**src/rtl/alu_pkg.sv**
```systemverilog
// Shared ALU types: function codes, captured flag bundle and the arbiter FSM
// state, plus the wrap helper that the round-robin search uses.
package alu_pkg;

  typedef enum logic [2:0] {
    ALU_ADD = 3'd0,
    ALU_SUB = 3'd1,
    ALU_AND = 3'd2,
    ALU_OR  = 3'd3,
    ALU_XOR = 3'd4
  } alu_func_e;

  typedef struct packed {
    logic zero;
    logic positive;
    logic carry;
    logic signed_overflow;
  } alu_flags_t;

  typedef enum logic [1:0] {
    IDLE,
    EXEC,
    RESP
  } arb_state_e;

  // Index reached by stepping 'offset' places from 'base' in a ring of n.
  function automatic int rr_wrap(input int base, input int offset, input int n);
    return (base + offset) % n;
  endfunction

endpackage

```
**src/rtl/alu_arbiter_if.sv**
```systemverilog
// Requester-side bundle of the shared ALU arbiter: operation requests in,
// one shared result/flag bus out with a per-requester response handshake.
interface alu_arbiter_if #(
  parameter int DATA_W = 8,
  parameter int N_REQ  = 2
);
  import alu_pkg::*;

  localparam int FUNC_W = $bits(alu_func_e);

  logic [N_REQ-1:0]        req_valid;
  logic [N_REQ-1:0]        req_ready;
  logic [N_REQ*DATA_W-1:0] req_a;
  logic [N_REQ*DATA_W-1:0] req_b;
  logic [N_REQ*FUNC_W-1:0] req_func;
  logic [N_REQ-1:0]        rsp_valid;
  logic [N_REQ-1:0]        rsp_ready;
  logic [DATA_W-1:0]       rsp_result;
  alu_flags_t              rsp_flags;

  modport master (
    output req_valid, req_a, req_b, req_func, rsp_ready,
    input  req_ready, rsp_valid, rsp_result, rsp_flags
  );

  modport slave (
    input  req_valid, req_a, req_b, req_func, rsp_ready,
    output req_ready, rsp_valid, rsp_result, rsp_flags
  );

endinterface

```
**src/rtl/rr_arbiter.sv**
```systemverilog
// Combinational round-robin picker: first asserted request found when walking
// upward from ptr with wrap-around.
module rr_arbiter
  import alu_pkg::*;
#(
  parameter int N_REQ = 2,
  parameter int IDX_W = $clog2(N_REQ)
) (
  input  logic [N_REQ-1:0] request,
  input  logic [IDX_W-1:0] ptr,
  output logic [N_REQ-1:0] grant,
  output logic [IDX_W-1:0] grant_idx,
  output logic             any
);

  logic [IDX_W-1:0] cand;

  // Walk from the farthest candidate back toward ptr so the closest hit wins.
  always_comb begin
    grant     = '0;
    grant_idx = '0;
    any       = 1'b0;
    cand      = '0;
    for (int off = N_REQ - 1; off >= 0; off--) begin
      cand = IDX_W'(rr_wrap(int'(ptr), off, N_REQ));
      if (request[cand]) begin
        grant       = '0;
        grant[cand] = 1'b1;
        grant_idx   = cand;
        any         = 1'b1;
      end
    end
  end

endmodule

```
**src/rtl/alu_arbiter.sv**
```systemverilog
// Shares one ALU among N_REQ requesters: round-robin accept, one cycle of ALU
// execution, then a held response until the issuing requester takes it.
module alu_arbiter
  import alu_pkg::*;
#(
  parameter int DATA_W = 8,
  parameter int N_REQ  = 2
) (
  input  logic              clk,
  input  logic              rst,
  alu_arbiter_if.slave      bus,
  output logic [DATA_W-1:0] alu_operand_a,
  output logic [DATA_W-1:0] alu_operand_b,
  output alu_func_e         alu_func,
  output logic              alu_output_enable,
  input  logic [DATA_W-1:0] alu_result,
  input  logic              zero_flag,
  input  logic              positive_flag,
  input  logic              carry_flag,
  input  logic              signed_overflow
);

  localparam int IDX_W  = $clog2(N_REQ);
  localparam int FUNC_W = $bits(alu_func_e);

  arb_state_e        state_q;
  arb_state_e        state_d;
  logic [IDX_W-1:0]  ptr_q;
  logic [IDX_W-1:0]  grant_q;
  logic [N_REQ-1:0]  rr_grant;
  logic [IDX_W-1:0]  rr_idx;
  logic              rr_any;
  logic              accept;
  logic [N_REQ-1:0]  req_ready_c;
  logic [N_REQ-1:0]  rsp_valid_c;
  logic [DATA_W-1:0] rsp_result_q;
  alu_flags_t        rsp_flags_q;

  rr_arbiter #(
    .N_REQ(N_REQ),
    .IDX_W(IDX_W)
  ) u_rr (
    .request  (bus.req_valid),
    .ptr      (ptr_q),
    .grant    (rr_grant),
    .grant_idx(rr_idx),
    .any      (rr_any)
  );

  // No accept is offered while reset is held, so nobody sees a phantom grant.
  always_comb begin
    state_d           = state_q;
    accept            = 1'b0;
    req_ready_c       = '0;
    rsp_valid_c       = '0;
    alu_output_enable = 1'b0;
    case (state_q)
      IDLE: begin
        if (rr_any && !rst) begin
          req_ready_c = rr_grant;
          accept      = 1'b1;
          state_d     = EXEC;
        end
      end
      EXEC: begin
        alu_output_enable = 1'b1;
        state_d           = RESP;
      end
      RESP: begin
        rsp_valid_c[grant_q] = 1'b1;
        if (bus.rsp_ready[grant_q]) begin
          state_d = IDLE;
        end
      end
      default: state_d = IDLE;
    endcase
  end

  // The ALU bus is only sampled in EXEC, the one cycle it is actively driven.
  always_ff @(posedge clk) begin
    if (rst) begin
      state_q       <= IDLE;
      ptr_q         <= '0;
      grant_q       <= '0;
      alu_operand_a <= '0;
      alu_operand_b <= '0;
      alu_func      <= ALU_ADD;
      rsp_result_q  <= '0;
      rsp_flags_q   <= '0;
    end else begin
      state_q <= state_d;
      if (accept) begin
        grant_q       <= rr_idx;
        ptr_q         <= IDX_W'(rr_wrap(int'(rr_idx), 1, N_REQ));
        alu_operand_a <= bus.req_a[int'(rr_idx)*DATA_W +: DATA_W];
        alu_operand_b <= bus.req_b[int'(rr_idx)*DATA_W +: DATA_W];
        alu_func      <= alu_func_e'(bus.req_func[int'(rr_idx)*FUNC_W +: FUNC_W]);
      end
      if (state_q == EXEC) begin
        rsp_result_q <= alu_result;
        rsp_flags_q  <= {zero_flag, positive_flag, carry_flag, signed_overflow};
      end
    end
  end

  assign bus.req_ready  = req_ready_c;
  assign bus.rsp_valid  = rsp_valid_c;
  assign bus.rsp_result = rsp_result_q;
  assign bus.rsp_flags  = rsp_flags_q;

endmodule

```
**src/flat_wrapper.sv**
```systemverilog
// flat-port wrapper written by rule: the top's interface ports become plain ports
module alu_arbiter_flat import alu_pkg::*;
#(
  parameter int DATA_W = 8,
  parameter int N_REQ  = 2
)
  (clk, rst, alu_operand_a, alu_operand_b, alu_func, alu_output_enable, alu_result, zero_flag, positive_flag, carry_flag, signed_overflow, bus_req_valid, bus_req_a, bus_req_b, bus_req_func, bus_rsp_ready, bus_req_ready, bus_rsp_valid, bus_rsp_result, bus_rsp_flags);
  alu_arbiter_if #(.DATA_W(DATA_W), .N_REQ(N_REQ)) bus_i ();
  input  logic clk;
  input  logic rst;
  output logic [DATA_W-1:0] alu_operand_a;
  output logic [DATA_W-1:0] alu_operand_b;
  output alu_func_e alu_func;
  output logic alu_output_enable;
  input  logic [DATA_W-1:0] alu_result;
  input  logic zero_flag;
  input  logic positive_flag;
  input  logic carry_flag;
  input  logic signed_overflow;
  input wire logic [$bits(bus_i.req_valid)-1:0] bus_req_valid;
  input wire logic [$bits(bus_i.req_a)-1:0] bus_req_a;
  input wire logic [$bits(bus_i.req_b)-1:0] bus_req_b;
  input wire logic [$bits(bus_i.req_func)-1:0] bus_req_func;
  input wire logic [$bits(bus_i.rsp_ready)-1:0] bus_rsp_ready;
  output wire logic [$bits(bus_i.req_ready)-1:0] bus_req_ready;
  output wire logic [$bits(bus_i.rsp_valid)-1:0] bus_rsp_valid;
  output wire logic [$bits(bus_i.rsp_result)-1:0] bus_rsp_result;
  output wire logic [$bits(bus_i.rsp_flags)-1:0] bus_rsp_flags;
  assign bus_i.req_valid = bus_req_valid;
  assign bus_i.req_a = bus_req_a;
  assign bus_i.req_b = bus_req_b;
  assign bus_i.req_func = bus_req_func;
  assign bus_i.rsp_ready = bus_rsp_ready;
  assign bus_req_ready = bus_i.req_ready;
  assign bus_rsp_valid = bus_i.rsp_valid;
  assign bus_rsp_result = bus_i.rsp_result;
  assign bus_rsp_flags = bus_i.rsp_flags;
  alu_arbiter #(.DATA_W(DATA_W), .N_REQ(N_REQ)) u_core (.clk(clk), .rst(rst), .bus(bus_i), .alu_operand_a(alu_operand_a), .alu_operand_b(alu_operand_b), .alu_func(alu_func), .alu_output_enable(alu_output_enable), .alu_result(alu_result), .zero_flag(zero_flag), .positive_flag(positive_flag), .carry_flag(carry_flag), .signed_overflow(signed_overflow));
endmodule
```
**config.mk**
```make
export PLATFORM = sky130hd
export DESIGN_NAME = alu_arbiter_flat
export DESIGN_NICKNAME = d
export VERILOG_FILES = /design/src/rtl/alu_pkg.sv /design/src/rtl/alu_arbiter_if.sv /design/src/rtl/rr_arbiter.sv /design/src/rtl/alu_arbiter.sv /design/src/flat_wrapper.sv
export SDC_FILE = /design/constraint.sdc
export NUM_CORES = 1
export LEC_CHECK = 0
export BUFFER_PORTS_ARGS = -buffer_cell sky130_fd_sc_hd__buf_2
export CAP_MARGIN = 0
export CORE_MARGIN = 1.5
export CORE_UTILIZATION = 30
export CTS_CLUSTER_DIAMETER = 200
export DETAILED_ROUTE_END_ITERATION = 7
export GPL_TIMING_DRIVEN = 1
export PLACE_DENSITY_LB_ADDON = 0.25
export SYNTH_ARGS = -nofsm -noshare
export SYNTH_HDL_FRONTEND = slang
export SYNTH_SLANG_ARGS = --single-unit
```
**constraint.sdc**
```tcl
create_clock -name clk -period 2.4 [get_ports clk]
set_input_delay 0 -clock clk [delete_from_list [all_inputs] [get_ports clk]]
set_output_delay 0 -clock clk [all_outputs]
set_load 0.01 [all_outputs]
```
---- After elaboration in Yosys (flattened, before gate mapping) ----
Index checks and enable logic that the tools add are counted.
storage, ports and cells
  register bits ........................... 35
  logic and storage cells ................. 61
  bits of input ports ..................... 56
  output and inout bits ................... 36
operators by class
  multiplexer cells ....................... 27
  magnitude comparators ................... 6
  equality and inequality tests ........... 4
  add/subtract/negate cells ............... 2
  multipliers ............................. 1
  shift operators ......................... 3
  reduce and logical (&&, ||, !) cells .... 7
operator list
  kind                 count
  $shiftx 16x5->8      2
  $shiftx 6x32->3      1
  $mux 1               16
  $mux 2               7
  $lt 1x2->1 const B   3
  $pmux 2 s3           1
  $logic_and 1x1->1    4
  $ne 2x1->1 const B   2
  $demux 1 s1          3
  $ge 1x1->1 const B   3
  $mul 1x2->3 const B  1
  $add 1x1->1 const B  2
  $eq 2x1->1 const B   1
  $eq 2x2->1 const B   1
  $logic_not 2->1      1
  $reduce_and 2->1     1
  $logic_not 1->1      1

---- Depth between registers and ports, before layout ----
  depth after elaboration ................. 9
  mapped depth ............................ 5
  mapped depth without buffers ............ 4

---- Hierarchy ----
A second synthesis with hierarchy kept.
unflattened totals
  cells, all modules ...................... 161
  area, all modules ....................... 1571.5 um^2
by module, submodules not included
  module       area each (um^2)  cells each  instances  sequential area each (um^2)
  alu_arbiter  1539.0            156         1          700.7
  rr_arbiter   32.5              5           1          0.0

---- Worst setup path after synthesis ----
Ideal clock, no wire load.
  kind .................................... reg2reg
  from .................................... reg u_core.state_q[1]
  to ...................................... reg u_core.alu_operand_a[5]
  setup time .............................. 147 ps
  required time ........................... 2253 ps
  arrival ................................. 1005 ps
  path buffers ............................ 1
  cell stages (with the launch flop) ...... 5
  period minus slack after synthesis ...... 1152 ps
  setup slack ............................. 1248 ps
  cells stage by stage .................... dfxtp_1 -> nor3_4 -> and2_4 -> buf_6 -> a311oi_2
on the way
  longest elaborated chain between the ends .. 2
RTL lines
  item                      line               RTL
  start: declaration        alu_arbiter.sv:26  arb_state_e state_q;
  start signal: assignment  alu_arbiter.sv:91  state_q <= state_d;
  $logic_not 2->1           alu_arbiter.sv:57  case (state_q)
  $mux 1                    alu_arbiter.sv:57
  end signal: assignment    alu_arbiter.sv:95  alu_operand_a <= bus.req_a[int'(rr_idx)*DATA_W +: DATA_W];
  end: declaration          alu_arbiter.sv:12  output logic [DATA_W-1:0] alu_operand_a,
No other way between the ends.
A chain may end at the register's enable or synchronous reset.

---- Worst setup path after layout ----
  from .................................... reg u_core.state_q[1]
  to ...................................... out bus_req_ready[0]
on the way
  longest elaborated chain between the ends .. 2
RTL lines
  item              line                RTL
  $logic_not 2->1   alu_arbiter.sv:57
  $mux 2            alu_arbiter.sv:57
  end: declaration  flat_wrapper.sv:25  output wire logic [$bits(bus_i.req_ready)-1:0] bus_req_ready;
No other way between the ends.

==> impl_metrics.env <==
export IMPL_drive_gt1_share_pct=46.43
export IMPL_wl_per_cell_um=13.68
export IMPL_power_mw=1.573
export IMPL_dp_hpwl_mm=3.162
export IMPL_skew_ps=5.373
export IMPL_clk_pin_slew_ps=70
export IMPL_grtUsageTotal_pct=15.59
export IMPL_synth_area_top_cells="dfxtp_1 40%, a311oi_2 15%, a21oi_1 8.9%"
export IMPL_io_pins=92
export IMPL_synth_fp_nets=241
export IMPL_yosysUniqueCellTypes=29
export IMPL_portBuffers=91
export IMPL_die_h_um=79.44
export IMPL_whs_path_depth=3
export IMPL_cp_arrival_ps=1870
export IMPL_ys_async_sr_fraction_pct=0
export IMPL_peakVddDrop_uv=297.5
export IMPL_ff2ff_setup_slack_ps=820
export IMPL_cts_sink_count=35
export IMPL_finalHoldViolCount=0
export IMPL_drt_vias_per_instance=4.844
export IMPL_syn_inst=185
export IMPL_tightest_slew_ps=638.9
export IMPL_grt_max_degree=41
export IMPL_status="finished clean"
export IMPL_synth_area_per_cell_um2=9.475
export IMPL_hp_start="bus_req_a[11]"
export IMPL_cts_htree_levels=2
export IMPL_rsz0062_at_grt="no"
export IMPL_finalSetupViolCount=0
export IMPL_firstDrtPassIters=4
export IMPL_r2r_cells=3
export IMPL_power_density_mw_per_mm2=646.1
export IMPL_ys_warnings_count=0
export IMPL_hp_class="primary input to flop"
export IMPL_final_area_mm2=0.002435
export IMPL_min_period_ps=1868
export IMPL_core_area_mm2=0.005574
export IMPL_die_w_um=79.44
export IMPL_worstPathRequired_ps=2400
export IMPL_start_kind="flop"
export IMPL_path_cells="nor3_4, and2_4, o21a_1, buf_2"
export IMPL_synthSimpleGateAreaFrac_pct=18.77
export IMPL_ctsRootBufferMaster="clkbuf_8"
export IMPL_clockBufferDepth=2
export IMPL_mappedNetlistArea_mm2=0.001753
export IMPL_crit_buf_inv=1
export IMPL_cts_tree="done"
export IMPL_area_growth_pct=38.90
export IMPL_whs_endpoint="u_core.alu_operand_a[3]"
export IMPL_synthTopCellsByCount="35 x dfxtp_1, 31 x a21oi_1, 24 x nand2_1, 20 x nand3b_1"
export IMPL_synth_top_family_by_area="compound AO/OA/AOI/OAI gates"
export IMPL_leakage_nw=1.031
export IMPL_crit_path_end_kind="primary output"
export IMPL_muxShareOfSynthArea_pct=0.5710
export IMPL_overflow=0
export IMPL_synth_area_leader_cell="dfxtp_1"
export IMPL_cts_buffers=5
export IMPL_synth_xor_area_share_pct=0
export IMPL_yosys_area_share_adder_pct=0
export IMPL_drtIter0Drc=50
export IMPL_synth_compound_area_share_pct=32.62
export IMPL_slew_violations=0
export IMPL_seqCellArea_um2=700.7
export IMPL_ys_ff_latch=35
export IMPL_r2r_end="u_core.alu_func[0]"
export IMPL_wl_mm=4.815
export IMPL_reg2reg_from="u_core.state_q[1]"
export IMPL_synth_main_ff_cell="dfxtp_1"
export IMPL_remaining_drc_errors=0
export IMPL_path_max_fanout=21
export IMPL_place_gp_congestion=0.6457
export IMPL_fillers=594
export IMPL_dieArea_mm2=0.006311
export IMPL_max_stage_delay_ps=490
export IMPL_hold_slack_ps=17.48
export IMPL_ant_nets=0
export IMPL_synth_top_area_share_pct=39.97
export IMPL_critPathTopFamily="simple AND/OR/NAND/NOR gates"
export IMPL_ys_seq_area_share_pct=39.97
export IMPL_cap_violations=0
export IMPL_start_util_pct=31.45
export IMPL_n_antenna_cell=0
export IMPL_worstSkewPairLatency_ps=280
export IMPL_nNetsFinal=335
export IMPL_rows=27
export IMPL_fmax_ghz=0.5353
export IMPL_slew_headroom_pct=57.31
export IMPL_place_area_mm2=0.002187
export IMPL_grt_antenna_before_repair=0
export IMPL_cp_slowest_cell="nor3_4"
export IMPL_min_period_over_period_pct=77.84
export IMPL_grt_pass1_wl_mm=7.631
export IMPL_vias=1705
export IMPL_fin_setup_tns_ps=0
export IMPL_synth_edf_count=0
export IMPL_synth_most_common_cell="dfxtp_1"
export IMPL_multi_input_area_um2=910.9
export IMPL_grt_pass1_vias=1652
export IMPL_crit_type="flop to primary output"
routing by layer:
layer / global-route usage, % / vias up / wire (um)
met5: 0 / - / 0
met2: 27.88 / 52 / 2449
met1: 17.44 / 787 / 2056
li1: - / 862 / -
met3: 4.914 / 4 / 253
met4: 4.912 / 0 / 56
sequential cells by signal, indices dropped and copies added, names as in the netlist:
signal / cells
u_core.alu_operand_a: 8
u_core.state_q: 2
u_core.ptr_q: 1
u_core.alu_func: 3
u_core.bus.rsp_result: 8
u_core.alu_operand_b: 8
u_core.grant_q: 1
u_core.bus.rsp_flags: 4
layout by cell type (no fill, tap or decap), drive strengths merged:
cell	count
and3b	1
and2	1
clkinv	1
dfxtp	35
bufinv	1
o21ba	1
dlygate4sd3	13
nor2b	1
o21a	1
clkbuf	6
nor3b	2
o21ai	19
buf	94
a21oi	33
nand2	24
nand3b	20
mux2i	1
a311oi	19
inv	2
nor3	2
nand2b	1
a21boi	1
or2	1
where the power goes:
part / total [mW] / internal (mW) / switching, mW
Clock: 0.549 / 0.336 / 0.213
Combinational: 0.362 / 0.168 / 0.194
Sequential: 0.662 / 0.631 / 0.0304
final cells by class:
cell class	count	area share [%]
Tap cell	72	3.700
Inverter	2	0.3083
Clock buffer	6	3.392
Sequential cell	35	28.78
Clock inverter	2	1.439
Timing Repair Buffer	107	24.97
Multi-Input combinational cell	128	37.41
worst register-to-register path, cell delays in order (launching register included):
cell and delay, ps:
dfxtp_1 360, nor3_4 490, and2_4 450, a311oi_2 160
cell families after synthesis:
logic type      count (synthesis)
compound gates                 74
buf+inv                        22
flops                          35
mux                             1
simple gates                   53
per-stage QoR:
step	worst slack [ps]	util, %	cells
2_1_floorplan	1248	-	185
3_3_place_gp	842.4	39.24	331
3_5_place_dp	817.7	39.24	331
4_1_cts	517.0	43.68	352
5_1_grt	431.2	43.68	352
6_report	531.9	43.68	352
how the worst max path moves through the flow:
stage | from | to | slack [ps] | cells after the start
6_report | u_core.state_q[1] | bus_req_ready[0] | 530 | 4
3_3_place_gp | u_core.state_q[1] | bus_req_ready[0] | 840 | 4
3_5_place_dp | u_core.state_q[1] | u_core.alu_operand_b[3] | 820 | 3
5_1_grt | u_core.state_q[1] | bus_req_ready[0] | 430 | 4
4_1_cts | u_core.state_q[1] | bus_req_ready[0] | 520 | 4
2_1_floorplan | u_core.state_q[1] | u_core.alu_operand_a[5] | 1250 | 4
timing repair:
item                                    4_1_cts  5_1_grt
hold endpoints to repair                     13        0
gates resized for setup                       0        0
buffers inserted                              0        0
endpoints found under the setup margin        0        0
hold buffers                                 13        0
Power figures use the tool's default switching activity.
